===== src/rtl/hdd_sd_bridge.sv =====
// Sector-transfer bridge between the IIgs hard-drive port and HPS SD slot 0.
// Latches read/write pulses, runs the sd_rd/sd_wr/sd_ack handshake and stalls the CPU meanwhile.
module hdd_sd_bridge #(
   parameter logic [23:0] TIMEOUT_CYCLES = 24'd14_318_180
) (
   input  logic        clk,
   input  logic        reset,
   input  logic [15:0] hdd_sector,
   input  logic        hdd_read,
   input  logic        hdd_write,
   input  logic        img_mounted,
   input  logic        img_readonly,
   input  logic [63:0] img_size,
   input  logic        sd_ack,
   input  logic        sd_buff_wr,
   output logic [31:0] sd_lba,
   output logic        sd_rd,
   output logic        sd_wr,
   output logic        buff_we,
   output logic        cpu_wait,
   output logic        hdd_mounted,
   output logic        hdd_protect,
   output logic        hdd_error
);

   typedef enum logic [1:0] {IDLE, REQ, XFER} state_t;

   state_t      state, state_nx;
   logic        rd_pend, wr_pend, rd_pend_nx, wr_pend_nx;
   logic [15:0] rd_sec, wr_sec, rd_sec_nx, wr_sec_nx;
   logic        svc_wr, svc_nx;
   logic        old_ack;
   logic [23:0] cnt, cnt_nx;
   logic [31:0] lba_nx;
   logic        rd_nx, wr_nx, wait_nx, err_nx;
   logic        rej_rd, rej_wr, done, abort;
   logic        ack_rise, ack_fall, expired;

   // Mount status survives reset, so it lives in its own unreset register.
   logic        mounted_q = 1'b0;
   logic        protect_q = 1'b0;

   always_ff @(posedge clk) begin
      if (img_mounted) begin
         mounted_q <= (img_size != 64'd0);
         protect_q <= img_readonly;
      end
   end

   assign hdd_mounted = mounted_q;
   assign hdd_protect = protect_q;
   assign buff_we     = sd_buff_wr & sd_ack;

   assign ack_rise = sd_ack & ~old_ack;
   assign ack_fall = ~sd_ack & old_ack;
   assign expired  = (cnt == TIMEOUT_CYCLES - 24'd1);

   always_comb begin
      state_nx = state;
      rd_nx    = sd_rd;
      wr_nx    = sd_wr;
      wait_nx  = cpu_wait;
      err_nx   = hdd_error;
      lba_nx   = sd_lba;
      svc_nx   = svc_wr;
      cnt_nx   = (state == IDLE) ? cnt : cnt + 24'd1;
      rej_rd   = 1'b0;
      rej_wr   = 1'b0;
      done     = 1'b0;
      abort    = 1'b0;

      case (state)
         IDLE: begin
            // Read always wins; a competing write simply stays pending.
            if (rd_pend || hdd_read) begin
               if (!mounted_q) begin
                  rej_rd = 1'b1;
                  err_nx = 1'b1;
               end else begin
                  lba_nx   = {16'd0, hdd_read ? hdd_sector : rd_sec};
                  rd_nx    = 1'b1;
                  svc_nx   = 1'b0;
                  wait_nx  = 1'b1;
                  err_nx   = 1'b0;
                  cnt_nx   = 24'd0;
                  state_nx = REQ;
               end
            end else if (wr_pend || hdd_write) begin
               if (!mounted_q || protect_q) begin
                  rej_wr = 1'b1;
                  err_nx = 1'b1;
               end else begin
                  lba_nx   = {16'd0, hdd_write ? hdd_sector : wr_sec};
                  wr_nx    = 1'b1;
                  svc_nx   = 1'b1;
                  wait_nx  = 1'b1;
                  err_nx   = 1'b0;
                  cnt_nx   = 24'd0;
                  state_nx = REQ;
               end
            end
         end
         REQ: begin
            if (ack_rise) begin
               rd_nx    = 1'b0;
               wr_nx    = 1'b0;
               cnt_nx   = 24'd0;
               state_nx = XFER;
            end else if (expired) begin
               abort = 1'b1;
            end
         end
         XFER: begin
            if (ack_fall) begin
               done     = 1'b1;
               wait_nx  = 1'b0;
               state_nx = IDLE;
            end else if (expired) begin
               abort = 1'b1;
            end
         end
         default: state_nx = IDLE;
      endcase

      if (abort) begin
         rd_nx    = 1'b0;
         wr_nx    = 1'b0;
         wait_nx  = 1'b0;
         err_nx   = 1'b1;
         done     = 1'b1;
         state_nx = IDLE;
      end

      // A fresh pulse beats completion-clear, but a rejection discards it.
      rd_pend_nx = (hdd_read  | (rd_pend & ~(done & ~svc_wr))) & ~rej_rd;
      wr_pend_nx = (hdd_write | (wr_pend & ~(done &  svc_wr))) & ~rej_wr;
      rd_sec_nx  = hdd_read  ? hdd_sector : rd_sec;
      wr_sec_nx  = hdd_write ? hdd_sector : wr_sec;
   end

   always_ff @(posedge clk or posedge reset) begin
      if (reset) begin
         state     <= IDLE;
         rd_pend   <= 1'b0;
         wr_pend   <= 1'b0;
         rd_sec    <= 16'd0;
         wr_sec    <= 16'd0;
         svc_wr    <= 1'b0;
         old_ack   <= 1'b0;
         cnt       <= 24'd0;
         sd_lba    <= 32'd0;
         sd_rd     <= 1'b0;
         sd_wr     <= 1'b0;
         cpu_wait  <= 1'b0;
         hdd_error <= 1'b0;
      end else begin
         state     <= state_nx;
         rd_pend   <= rd_pend_nx;
         wr_pend   <= wr_pend_nx;
         rd_sec    <= rd_sec_nx;
         wr_sec    <= wr_sec_nx;
         svc_wr    <= svc_nx;
         old_ack   <= sd_ack;
         cnt       <= cnt_nx;
         sd_lba    <= lba_nx;
         sd_rd     <= rd_nx;
         sd_wr     <= wr_nx;
         cpu_wait  <= wait_nx;
         hdd_error <= err_nx;
      end
   end

endmodule

===== config.mk =====
export PLATFORM = sky130hd
export DESIGN_NAME = hdd_sd_bridge
export DESIGN_NICKNAME = d
export VERILOG_FILES = /design/src/rtl/hdd_sd_bridge.sv
export SDC_FILE = /design/constraint.sdc
export NUM_CORES = 1
export LEC_CHECK = 0
export ABC_AREA = 1
export CAP_MARGIN = 5
export CORE_ASPECT_RATIO = 1.2
export CORE_MARGIN = 4
export CORE_UTILIZATION = 48
export CTS_CLUSTER_SIZE = 8
export DETAILED_ROUTE_END_ITERATION = 6
export GPL_ROUTABILITY_DRIVEN = 0
export HOLD_SLACK_MARGIN = 0.15
export PLACE_DENSITY = 0.88
export SLEW_MARGIN = 40
export SYNTH_ARGS = -nofsm -noshare
export SYNTH_HDL_FRONTEND = slang
export SYNTH_SLANG_ARGS = --single-unit
export TNS_END_PERCENT = 20

===== constraint.sdc =====
create_clock -name clk -period 3.3 [get_ports clk]
set_clock_uncertainty 0.2 [all_clocks]
set_input_delay 0.66 -clock clk [delete_from_list [all_inputs] [get_ports clk]]
set_output_delay 0.66 -clock clk [all_outputs]
set_load 0.005 [all_outputs]

Word level (Yosys, flattened, before mapping)
Cells that the tools add are included.
{"block": "classes", "bitwise_logic": 18, "n_addsub": 1, "eq_ne": 15, "mux": 55, "n_reduce_logical": 17}
{"operator": "2-to-1 mux 24 bit", "count": 6}
{"operator": "2-to-1 mux 32 bit", "count": 4}
{"operator": "nonzero test 64 bit", "count": 1}
{"operator": "case mux 24 bit (2 select lines)", "count": 1}
{"operator": "2-to-1 mux 16 bit", "count": 2}
{"operator": "2-to-1 mux 1 bit", "count": 30}
{"operator": "adder 24 x 1 -> 24 bit, second input constant", "count": 1}
{"operator": "== test 24 bit, second input constant", "count": 1}
{"operator": "inequality test 3 bit, second input constant", "count": 5}
{"operator": "AND reduction 5 bit", "count": 3}
{"operator": "2-to-1 mux 2 bit", "count": 7}
{"operator": "AND 1 bit", "count": 9}
{"operator": "nonzero test 3 bit", "count": 3}
{"operator": "inequality test 4 bit, second input constant", "count": 2}
{"operator": "case mux 1 bit (2 select lines)", "count": 4}
{"operator": "AND reduction 4 bit", "count": 2}
{"operator": "inverter 1 bit", "count": 7}
{"operator": "inequality test 3 x 2 -> 1 bit, second input constant", "count": 2}
{"operator": "case mux 2 bit (3 select lines)", "count": 1}
{"operator": "inequality test 2 bit, second input constant", "count": 2}
{"operator": "inequality test 4 x 2 -> 1 bit, second input constant", "count": 1}
{"operator": "nonzero test 2 bit", "count": 2}
{"operator": "logical OR 1 bit", "count": 3}
{"operator": "== test 2 x 1 -> 1 bit, second input constant", "count": 1}
{"operator": "5 further kinds", "count": 6}
{"block": "word_totals", "ff_bits": 100, "output_inout_bits": 39, "input_bits": 88}

Logic depth before layout (Yosys ltp)
{"block": "logic_depth", "word_depth": 10, "depth_mapped": 11, "depth_no_buf": 11}

Worst setup path after synthesis
OpenSTA, ideal clock, no wires.
{"block": "synth_path", "path_type": "input-to-reg", "startpoint": "input port hdd_read", "endpoint": "register sd_wr", "path_slack_ns": 1.457, "setup_time_ns": 0.117, "path_buffers": 2, "arrival_time_ns": 1.526, "required_ns": 2.983, "stages": 8, "path_cell_list": "buf_2 -> nor2_4 -> inv_1 -> buf_2 -> o21ai_0 -> nand3_1 -> nand2_1 -> nand2_1"}
{"block": "synth_via", "elab_chain_cells": 3}
{"element": "start, declared", "line": "9", "source": "input logic hdd_read,"}
{"element": "logical OR 1 bit", "line": "75", "source": "if (rd_pend || hdd_read) begin"}
{"element": "inequality test 3 bit (no line)"}
{"element": "AND reduction 5 bit (no line)"}
{"element": "end signal, assigned", "line": "167", "source": "sd_wr <= wr_nx;"}
{"element": "end, declared", "line": "18", "source": "output logic sd_wr,"}
No other way between the ends.
A chain may end at the register's enable or synchronous reset.

Worst setup path in the final report
{"block": "layout_path", "startpoint": "input port sd_ack", "endpoint": "output port buff_we"}
{"block": "layout_via", "elab_chain_cells": 1}
{"element": "start, declared", "line": "14", "source": "input logic sd_ack,"}
{"element": "AND 1 bit", "line": "52", "source": "assign buff_we = sd_buff_wr & sd_ack;"}
{"element": "end, declared", "line": "19", "source": "output logic buff_we,"}
No other way between the ends.

==> metrics.txt <==
grt ovf 0; Place WS 655 ps; critical path launch point sd_ack; flop and latch count out of synthesis 84; PwrDens 589 nW/µm²; reg2reg setup slack 940 ps; pin count of the biggest net entering global routing 56; Max-Cap Viols 0; Static Leak 2.71 nW; Clock Latency Late Sink 360 ps; wire length on met2 6.28 mm; clock sink count 84; CTS Buf Count 9; r2r startpoint state[0]$_DFFE_PP0P_; CP max stage delay 510 ps; io pins 127; die area 11100 µm²; Die X-Extent 96.7 µm; Worst setup endpoint buff_we; CTS HTree Levels 3; final max-slew violation count 0; endpoints failing hold 0; critical path depth 4; Mapped Avg Cell Area 8.17 µm²; Crit path arrival time 1780 ps; initial cell density of the core 0.496; Setup crit start kind input port; Worst EP required 2440 ps; most frequent cells in the layout nand2_1 (163), clkdlybuf4s50_1 (110), dfrtp_1 (82); commonest non-fill, non-tap cell in the layout nand2_1; Slowest-stage cell, CP clkdlybuf4s50_1; postcts setup bufs 0; Synth cell types 38; Worst VDD drop 282 µV; Clock Root Buffer clkbuf_8; dpl hpwl 8.88 mm; WL met3 505 µm; Core Util, Final 0.642; drt total wl 11.7 mm; number of cells produced by synthesis 555; final std cells w/o fill 789; Fmax 379 MHz; CTS tree yes; CP Max Fanout 4; synthesized cell area 4530 µm²; R2R depth 10; post-route cell area 5860 µm²; slew margin rel. 0.636; Nets 758; FF-to-FF End state[0]$_DFFE_PP0P_; first-pass GRT wire length 19.4 mm; Setup CP Type in -> out; WL met1 4.80 mm; Syn-to-layout area delta 29.2%; RSZ-0062 raised after global routing no; Worst Max-Slew Pin Slew 545 ps; Critical path buffers and inverters 3; cell family with most CP delay buffers and inverters; port buffer count 110; DRC Markers 0; uppermost routed layer met4; Core ar. 9130 µm²; DR pass1 iterations 5; initial DRC count 196; # rows 38; worst hold path class reg -> reg; CP cell instances clkdlybuf4s50_1 > nand2_1 > inv_1 > clkdlybuf4s50_1; minimum clock period 2640 ps; DR vias 3988; ANT cells 0; vias in the first global route 4135; hold-fix buffers at CTS 0; maximum root-to-sink buffer count 2; Tcrit/Tclk final 0.800; DRT antenna net count 0; status completed; die height 114 µm; post_cts resized 0; CP Capture Type output pin; sequential area share after synthesis 0.466; cell seen most often among critical-path stages clkdlybuf4s50_1; dpl cells 773; layout cell share with drive strength beyond 1 0.0777; drt wl/cell 14.9 µm; Placed Area 5660 µm²; hold depth 2; Total Routing Usage GR 0.216; Yosys warning count 0; Vias/cell 5.05; setup violators final 0; fin worst setup slack 661 ps; antenna violations before repair 0; setup TNS 0 ps; clock slew at reported path FFs 80 ps
-- worst min-delay path by stage --
stage,to,from
finish,rd_sec[5]$_DFF_PP0_,rd_sec[5]$_DFF_PP0_
CTS,rd_sec[5]$_DFF_PP0_,rd_sec[5]$_DFF_PP0_
global route,rd_sec[6]$_DFF_PP0_,rd_sec[6]$_DFF_PP0_
detailed placement,rd_sec[5]$_DFF_PP0_,rd_sec[5]$_DFF_PP0_
floorplan,rd_sec[0]$_DFF_PP0_,rd_sec[0]$_DFF_PP0_
global placement,rd_sec[5]$_DFF_PP0_,rd_sec[5]$_DFF_PP0_
-- flip-flops by register name, indices dropped and copies added (netlist names) --
register / cells
cnt: 24
rd_sec: 16
sd_lba: 16
wr_sec: 16
state: 2
cpu_wait: 1
hdd_error: 1
hdd_mounted: 1
hdd_protect: 1
old_ack: 1
rd_pend: 1
sd_rd: 1
sd_wr: 1
svc_wr: 1
wr_pend: 1
-- Yosys cell counts --
master    count  area [µm²]
nor3b_1       2        15.0
and2_1        1        6.26
nor3_2        2        20.0
a31oi_1      17         106
nand2_2       7        43.8
nor3_4        2        32.5
nand3_1      12        60.1
o21ai_2       1        8.76
edfxtp_1      2        60.1
a21boi_1      1        7.51
a21oi_1       6        30.0
xor2_1       14         123
nor4_1       17         106
o31ai_1       1        7.51
clkbuf_1      2        7.51
o21ai_0       6        30.0
nor2_1       72         270
xnor2_1       2        17.5
nand2_1     163         612
inv_2         4        15.0
nand3_2       1        10.0
nor2_8        1        20.0
nor2_2        6        37.5
nand4_2       1        12.5
nor2_4        4        45.0
nand2_4       1        11.3
buf_6         5        56.3
nand4_1       7        43.8
mux2i_1      16         160
or2_1         1        6.26
buf_4        18         135
dfrtp_1      82        2050
buf_2         7        35.0
conb_1        1        3.75
ha_1          6        75.1
inv_1        58         218
inv_4         1        6.26
nor3_1        5        25.0
-- worst min-delay path, cell delays in order (launching register included) --
cell,delay (ps)
dfrtp_1,330
nand2_1,50
nand2_1,70
-- layer usage --
metal / vias up / GRT usage
met2: 113 / 0.399
li1: 1935 / -
met5: - / 0
met3: 17 / 0.0457
met4: 0 / 0.0749
met1: 1923 / 0.248
-- kinds of logic after synthesis --
kind of cell | Yosys count | synth area share
flops | 84 | 0.466
compound gates | 32 | 0.0420
buf+inv | 95 | 0.104
xor+xnor | 16 | 0.0309
simple gates | 305 | 0.304
fa+ha+maj | 6 | 0.0166
other cells | 1 | 0.000827
mux | 16 | 0.0353
-- cell type report --
| type | instances | area, µm² |
|---|---|---|
| tap | 120 | 150 |
| clock buffer | 10 | 128 |
| timing repair buffer | 115 | 1150 |
| sequential | 84 | 2110 |
| multi-input combinational | 391 | 2000 |
| fill | 753 | 3270 |
| clock inverter | 6 | 72.6 |
| inverter | 63 | 240 |
-- report_power, final --
part / switching (mW) / internal (mW)
Combinational: 0.724 / 0.592
Sequential: 0.144 / 1.25
Clock: 0.384 / 0.357
Total: 1.25 / 2.20
-- through the flow --
stage               hold slack (ps)  power, mW
global route                    305       3.67
floorplan                       238       2.20
finish                          279       3.45
global placement                250       2.65
detailed placement              259       2.72
CTS                             278       3.47
No activity file was read; power rests on OpenSTA's default activity.
